### config.mk
export PLATFORM = sky130hd
export DESIGN_NAME = iob_pw_fifo
export DESIGN_NICKNAME = d
export VERILOG_FILES = /design/src/rtl/iob_pw_fifo.sv
export SDC_FILE = /design/constraint.sdc
export NUM_CORES = 1
export LEC_CHECK = 0
export ABC_AREA = 1
export ABC_CLOCK_PERIOD_IN_PS = 3300
export BUFFER_PORTS_ARGS = -buffer_cell sky130_fd_sc_hd__buf_4
export CAP_MARGIN = 20
export CORE_ASPECT_RATIO = 0.7
export CORE_MARGIN = 1
export CORE_UTILIZATION = 57
export DETAILED_ROUTE_END_ITERATION = 8
export PLACE_DENSITY = 0.79
export RECOVER_POWER = 100
export SLEW_MARGIN = 10
export SYNTH_ARGS = -nofsm -noshare
export SYNTH_HDL_FRONTEND = slang
export SYNTH_SLANG_ARGS = --single-unit
### constraint.sdc
create_clock -name CLK -period 3.3 [get_ports CLK]
set_input_delay 0.33 -clock CLK [delete_from_list [all_inputs] [get_ports CLK]]
set_output_delay 0.33 -clock CLK [all_outputs]
set_load 0.02 [all_outputs]
### src/rtl/iob_pw_fifo.sv
// Posted-write FIFO between the FSB and the IOB master: buffers accepted writes
// and replays them in order through a four-state request/ack handshake.
module iob_pw_fifo #(
    parameter int DEPTH = 4,
    parameter int AW    = 23,
    parameter int DW    = 16
) (
    input  logic                       CLK,
    input  logic                       nRES,
    input  logic                       WrEn,
    input  logic [AW-1:0]              WrA,
    input  logic [DW-1:0]              WrD,
    input  logic                       WrL,
    input  logic                       WrU,
    output logic                       Full,
    output logic                       Empty,
    output logic [$clog2(DEPTH):0]     Count,
    output logic                       IOWRREQ,
    output logic [AW-1:0]              IOA,
    output logic [DW-1:0]              IOD,
    output logic                       IOL,
    output logic                       IOU,
    input  logic                       IOACT,
    input  logic                       IODONE,
    input  logic                       IOBERR,
    input  logic                       Drain,
    output logic                       Drained,
    output logic                       ErrSticky,
    output logic                       OvfSticky,
    input  logic                       ErrClr
);

    localparam int PW = $clog2(DEPTH);
    localparam int CW = PW + 1;
    localparam int EW = AW + DW + 2;

    localparam logic [PW:0]   PTR_ONE  = {{PW{1'b0}}, 1'b1};
    localparam logic [CW-1:0] CNT_FULL = CW'(DEPTH);
    localparam logic [CW-1:0] CNT_ZERO = {CW{1'b0}};

    typedef enum logic [1:0] {
        ST_IDLE  = 2'd0,
        ST_REQ   = 2'd1,
        ST_ACT   = 2'd2,
        ST_RECOV = 2'd3
    } state_t;

    state_t          state_q, state_d;
    // Pointers carry one extra wrap bit so tail-head yields 0..DEPTH directly.
    logic [PW:0]     head_q, head_d;
    logic [PW:0]     tail_q, tail_d;
    logic [CW-1:0]   count_q, count_d;
    logic            full_q, full_d;
    logic            empty_q, empty_d;
    logic            iowrreq_q, iowrreq_d;
    logic            drained_q, drained_d;
    logic            err_q, err_d;
    logic            ovf_q, ovf_d;

    logic [EW-1:0]   mem_q [DEPTH];
    logic [EW-1:0]   head_entry_s;

    logic            push_s;
    logic            pop_s;
    logic            ovf_set_s;
    logic            err_set_s;
    logic            drain_unused_s;

    // Drain never gates pushes; the requester combines it with Drained itself.
    assign drain_unused_s = Drain;

    assign push_s    = WrEn & ~full_q;
    assign ovf_set_s = WrEn & full_q;
    assign err_set_s = pop_s & IOBERR;

    // Master handshake next-state decode; the pop is tied to IODONE in ACT.
    always_comb begin
        state_d = state_q;
        pop_s   = 1'b0;
        case (state_q)
            ST_IDLE: begin
                if (!empty_q && !IOACT) begin
                    state_d = ST_REQ;
                end else begin
                    state_d = ST_IDLE;
                end
            end
            ST_REQ: begin
                if (IOACT) begin
                    state_d = ST_ACT;
                end else begin
                    state_d = ST_REQ;
                end
            end
            ST_ACT: begin
                if (IODONE) begin
                    state_d = ST_RECOV;
                    pop_s   = 1'b1;
                end else begin
                    state_d = ST_ACT;
                end
            end
            ST_RECOV: begin
                if (!IOACT) begin
                    state_d = ST_IDLE;
                end else begin
                    state_d = ST_RECOV;
                end
            end
            default: begin
                state_d = ST_IDLE;
                pop_s   = 1'b0;
            end
        endcase
    end

    // Pointer advance and derived occupancy flags.
    always_comb begin
        head_d = head_q;
        tail_d = tail_q;
        if (pop_s) begin
            head_d = head_q + PTR_ONE;
        end else begin
            head_d = head_q;
        end
        if (push_s) begin
            tail_d = tail_q + PTR_ONE;
        end else begin
            tail_d = tail_q;
        end
        count_d   = tail_d - head_d;
        empty_d   = (count_d == CNT_ZERO);
        full_d    = (count_d == CNT_FULL);
        iowrreq_d = (state_d == ST_REQ);
        drained_d = empty_d & (state_d == ST_IDLE) & ~IOACT;
    end

    // Sticky status: a set on the same edge outranks the clear.
    always_comb begin
        err_d = err_q;
        ovf_d = ovf_q;
        if (err_set_s) begin
            err_d = 1'b1;
        end else if (ErrClr) begin
            err_d = 1'b0;
        end else begin
            err_d = err_q;
        end
        if (ovf_set_s) begin
            ovf_d = 1'b1;
        end else if (ErrClr) begin
            ovf_d = 1'b0;
        end else begin
            ovf_d = ovf_q;
        end
    end

    // Control and status registers.
    always_ff @(posedge CLK or negedge nRES) begin
        if (!nRES) begin
            state_q   <= ST_IDLE;
            head_q    <= {(PW+1){1'b0}};
            tail_q    <= {(PW+1){1'b0}};
            count_q   <= CNT_ZERO;
            full_q    <= 1'b0;
            empty_q   <= 1'b1;
            iowrreq_q <= 1'b0;
            drained_q <= 1'b1;
            err_q     <= 1'b0;
            ovf_q     <= 1'b0;
        end else begin
            state_q   <= state_d;
            head_q    <= head_d;
            tail_q    <= tail_d;
            count_q   <= count_d;
            full_q    <= full_d;
            empty_q   <= empty_d;
            iowrreq_q <= iowrreq_d;
            drained_q <= drained_d;
            err_q     <= err_d;
            ovf_q     <= ovf_d;
        end
    end

    // Entry storage is deliberately left unreset.
    always_ff @(posedge CLK) begin
        if (push_s) begin
            mem_q[tail_q[PW-1:0]] <= {WrA, WrD, WrL, WrU};
        end
    end

    assign head_entry_s = mem_q[head_q[PW-1:0]];

    assign IOA       = head_entry_s[EW-1 -: AW];
    assign IOD       = head_entry_s[DW+1 -: DW];
    assign IOL       = head_entry_s[1];
    assign IOU       = head_entry_s[0];
    assign Full      = full_q;
    assign Empty     = empty_q;
    assign Count     = count_q;
    assign IOWRREQ   = iowrreq_q;
    assign Drained   = drained_q;
    assign ErrSticky = err_q;
    assign OvfSticky = ovf_q;

endmodule

==> out/results.ini <==
[logic_synthesis]
ys_seq_area_frac = 0.772
synthMuxAreaShare = 0
syn_area_per_cell_um2 = 14.0
syn_area_um2 = 6940
synth_top_family_by_area = compound AO/OA/AOI/OAI gates
yosys_warnings = 0
yosys.area_share.simple = 0.0777
synth_top_area_frac = 0.710
synth_compound_area_frac = 0.102
syn_nets = 553
synth_area_leaders = edfxtp_1, dfrtp_1, o21ai_0, nor2_1, o22ai_1
synthCells = 497
synth-xor-area-share = 0.00253
yosysTopAreaCell = edfxtp_1
ys_ff_latch = 181
synth_fa_ha_area_frac = 0.0137
ys_types = 26

[floorplan]
initial_utilization = 0.589
core_um2 = 11800
ios = 99
die_height_um = 94.3
rows = 33
fp.dieW_um = 134
die_area_um2 = 12600

[route]
wl_per_cell_um = 17.6
drcViolationCount = 0
vias = 4285
vias_per_cell = 5.57
drt-total-wl_um = 13500
antenna_left = 0
drtIter0Drc = 256
dr.pass1.iters = 7

[grt]
grt_util_all_layers = 0.228
antenna_found_initial = 1
grt_remaining_overflow = 0
grt_max_degree = 83
grt_pass1_wl_um = 20800
grt_pass1_vias = 4140

[clocking]
ctsLongestPathBuffers = 2
clk_pin_slew_worst_paths_ns = 0.07
post-cts-setup-buffers = 0
clock_latency_ns = 0.42
clockRootBuffer = clkbuf_16
cts.sink_count = 181
cts-hold-fix-buffers = 1
cts_resized = 0
numCtsBuffers = 17
cts_tree = done
htreeDepth = 4

[setup_path]
startpoint = head_q[1]
worstPathMaxFanout = 24
critical_path_arrival_ns = 2.74
cp.required_ns = 2.97
r2r-start = head_q[1]
path_class = flip-flop to output pin
crit_path_end_kind = output pin
worstSetupStartpointType = flip-flop

[final_layout]
layout_common_cells = edfxtp_1, nor2_1, o21ai_0
nets = 654
synthToLayoutAreaGrowth_pct = 16.7
mostFrequentLayoutCell = edfxtp_1
drive_above_1_share = 0.144
n_fill_cell = 848

[job]
drv_cap = 1

[worst_hold_path]
min_from = IOACT
hp-class = input pin to flip-flop

[timing]
fin_crit_sh = 0.930
fin_crit_ns = 3.07
relSlewSlack = -0.220
max_freq_mhz = 326
skew_ns = 0.0122
rsz0062_at_grt = false
setup_viol_count_final = 0
hold_viol_final = 0
slew_viol_final = 42
setup_tns_ns = 0
worst_pin_slew_ns = 1.83
whs_ns = 0.0748

[pwr]
pwr_density_cell_nw_per_um2 = 990
power_leakage_nw = 2.84
ir_drop_mv = 0.608

[placement]
dp_hpwl_um = 7960
place.gp.congestion = 0.757
io_buffer_count = 97

[outcome]
violations = max-capacitance violations, max-slew violations
outcome = finished with violations

## kinds of logic after synthesis
family | after synthesis
AOI/OAI and AO/OA | 130
DFF | 181
buffers and inverters | 53
adders and majority gates | 7
xor gates and xnor gates | 2
and+or+nand+nor | 124
## per-stage QoR
step                      setup slack [ns]  cells  instance area (um2)  utilization  power (mW)
final                                0.232    769                 8090        0.688        8.01
after floorplan                      0.427    497                 6940            -        5.25
after detailed placement             0.494    735                 7830        0.666        6.43
after global placement               0.609    735                 7830        0.666        6.32
after global routing                0.0623    768                 8090        0.688        8.44
after CTS                            0.197    768                 8400        0.714        8.31
## worst paths after layout
kind | end | slack (ns) | cells after the start
worst max-delay path | IOA[22] | 0.23 | 5
worst min-delay path | IOWRREQ | 0.07 | 2
worst max register to register | Full | 0.42 | 7
worst min register to register | OvfSticky | 0.52 | 2
max in group asynchronous | IOWRREQ | 2.19 | 2
min in group asynchronous | head_q[2] | 0.56 | 2
## Yosys cell counts, drive strengths merged
cell type / number
o21ai: 86
a21oi: 2
fa: 1
nor2: 91
inv: 26
nand3: 5
edfxtp: 164
xor2: 2
buf: 9
dfrtp: 15
nand4: 1
clkbuf: 17
clkinv: 1
a21boi: 1
ha: 6
nand2: 27
o22ai: 41
dfstp: 2
## registers in the layout, indices dropped and copies added (netlist names)
signal	count
Count	3
Drained	1
Empty	1
ErrSticky	1
Full	1
IOWRREQ	1
OvfSticky	1
head_q	3
mem_q	164
state_q	2
tail_q	3
## area by class of cell
type	instances	area, um2	area share
diodes	1	2.50	0.000309
clock buffers	17	425	0.0526
clock inverters	15	133	0.0164
inverters	27	101	0.0125
multi-input cells	263	1360	0.168
flip-flops and latches	181	5350	0.661
well taps	157	196	0.0243
repair buffers	108	527	0.0651
## critical path: stages, from the launching register on
cell,delay [ns]
dfrtp_1,0.73
clkinv_1,0.70
buf_4,0.46
o21ai_0,0.11
o22ai_1,0.14
clkbuf_2,0.18
## where the power goes
part | total (mW) | switching (mW) | internal, mW | leakage, nW
Sequential | 3.22 | 0.200 | 3.02 | 1.70
Combinational | 2.90 | 2.02 | 0.884 | 0.874
Clock | 1.88 | 0.891 | 0.993 | 0.266
## routing by layer
layer | vias to the layer above | part of all wire | track usage
met2 | 152 | 0.49 | 0.371
met1 | 2102 | 0.42 | 0.288
met4 | 0 | 0.012 | 0.103
met3 | 15 | 0.072 | 0.0631
met5 | - | 0 | 0
li1 | 2016 | - | -
No activity file was read; power rests on OpenSTA's default activity.
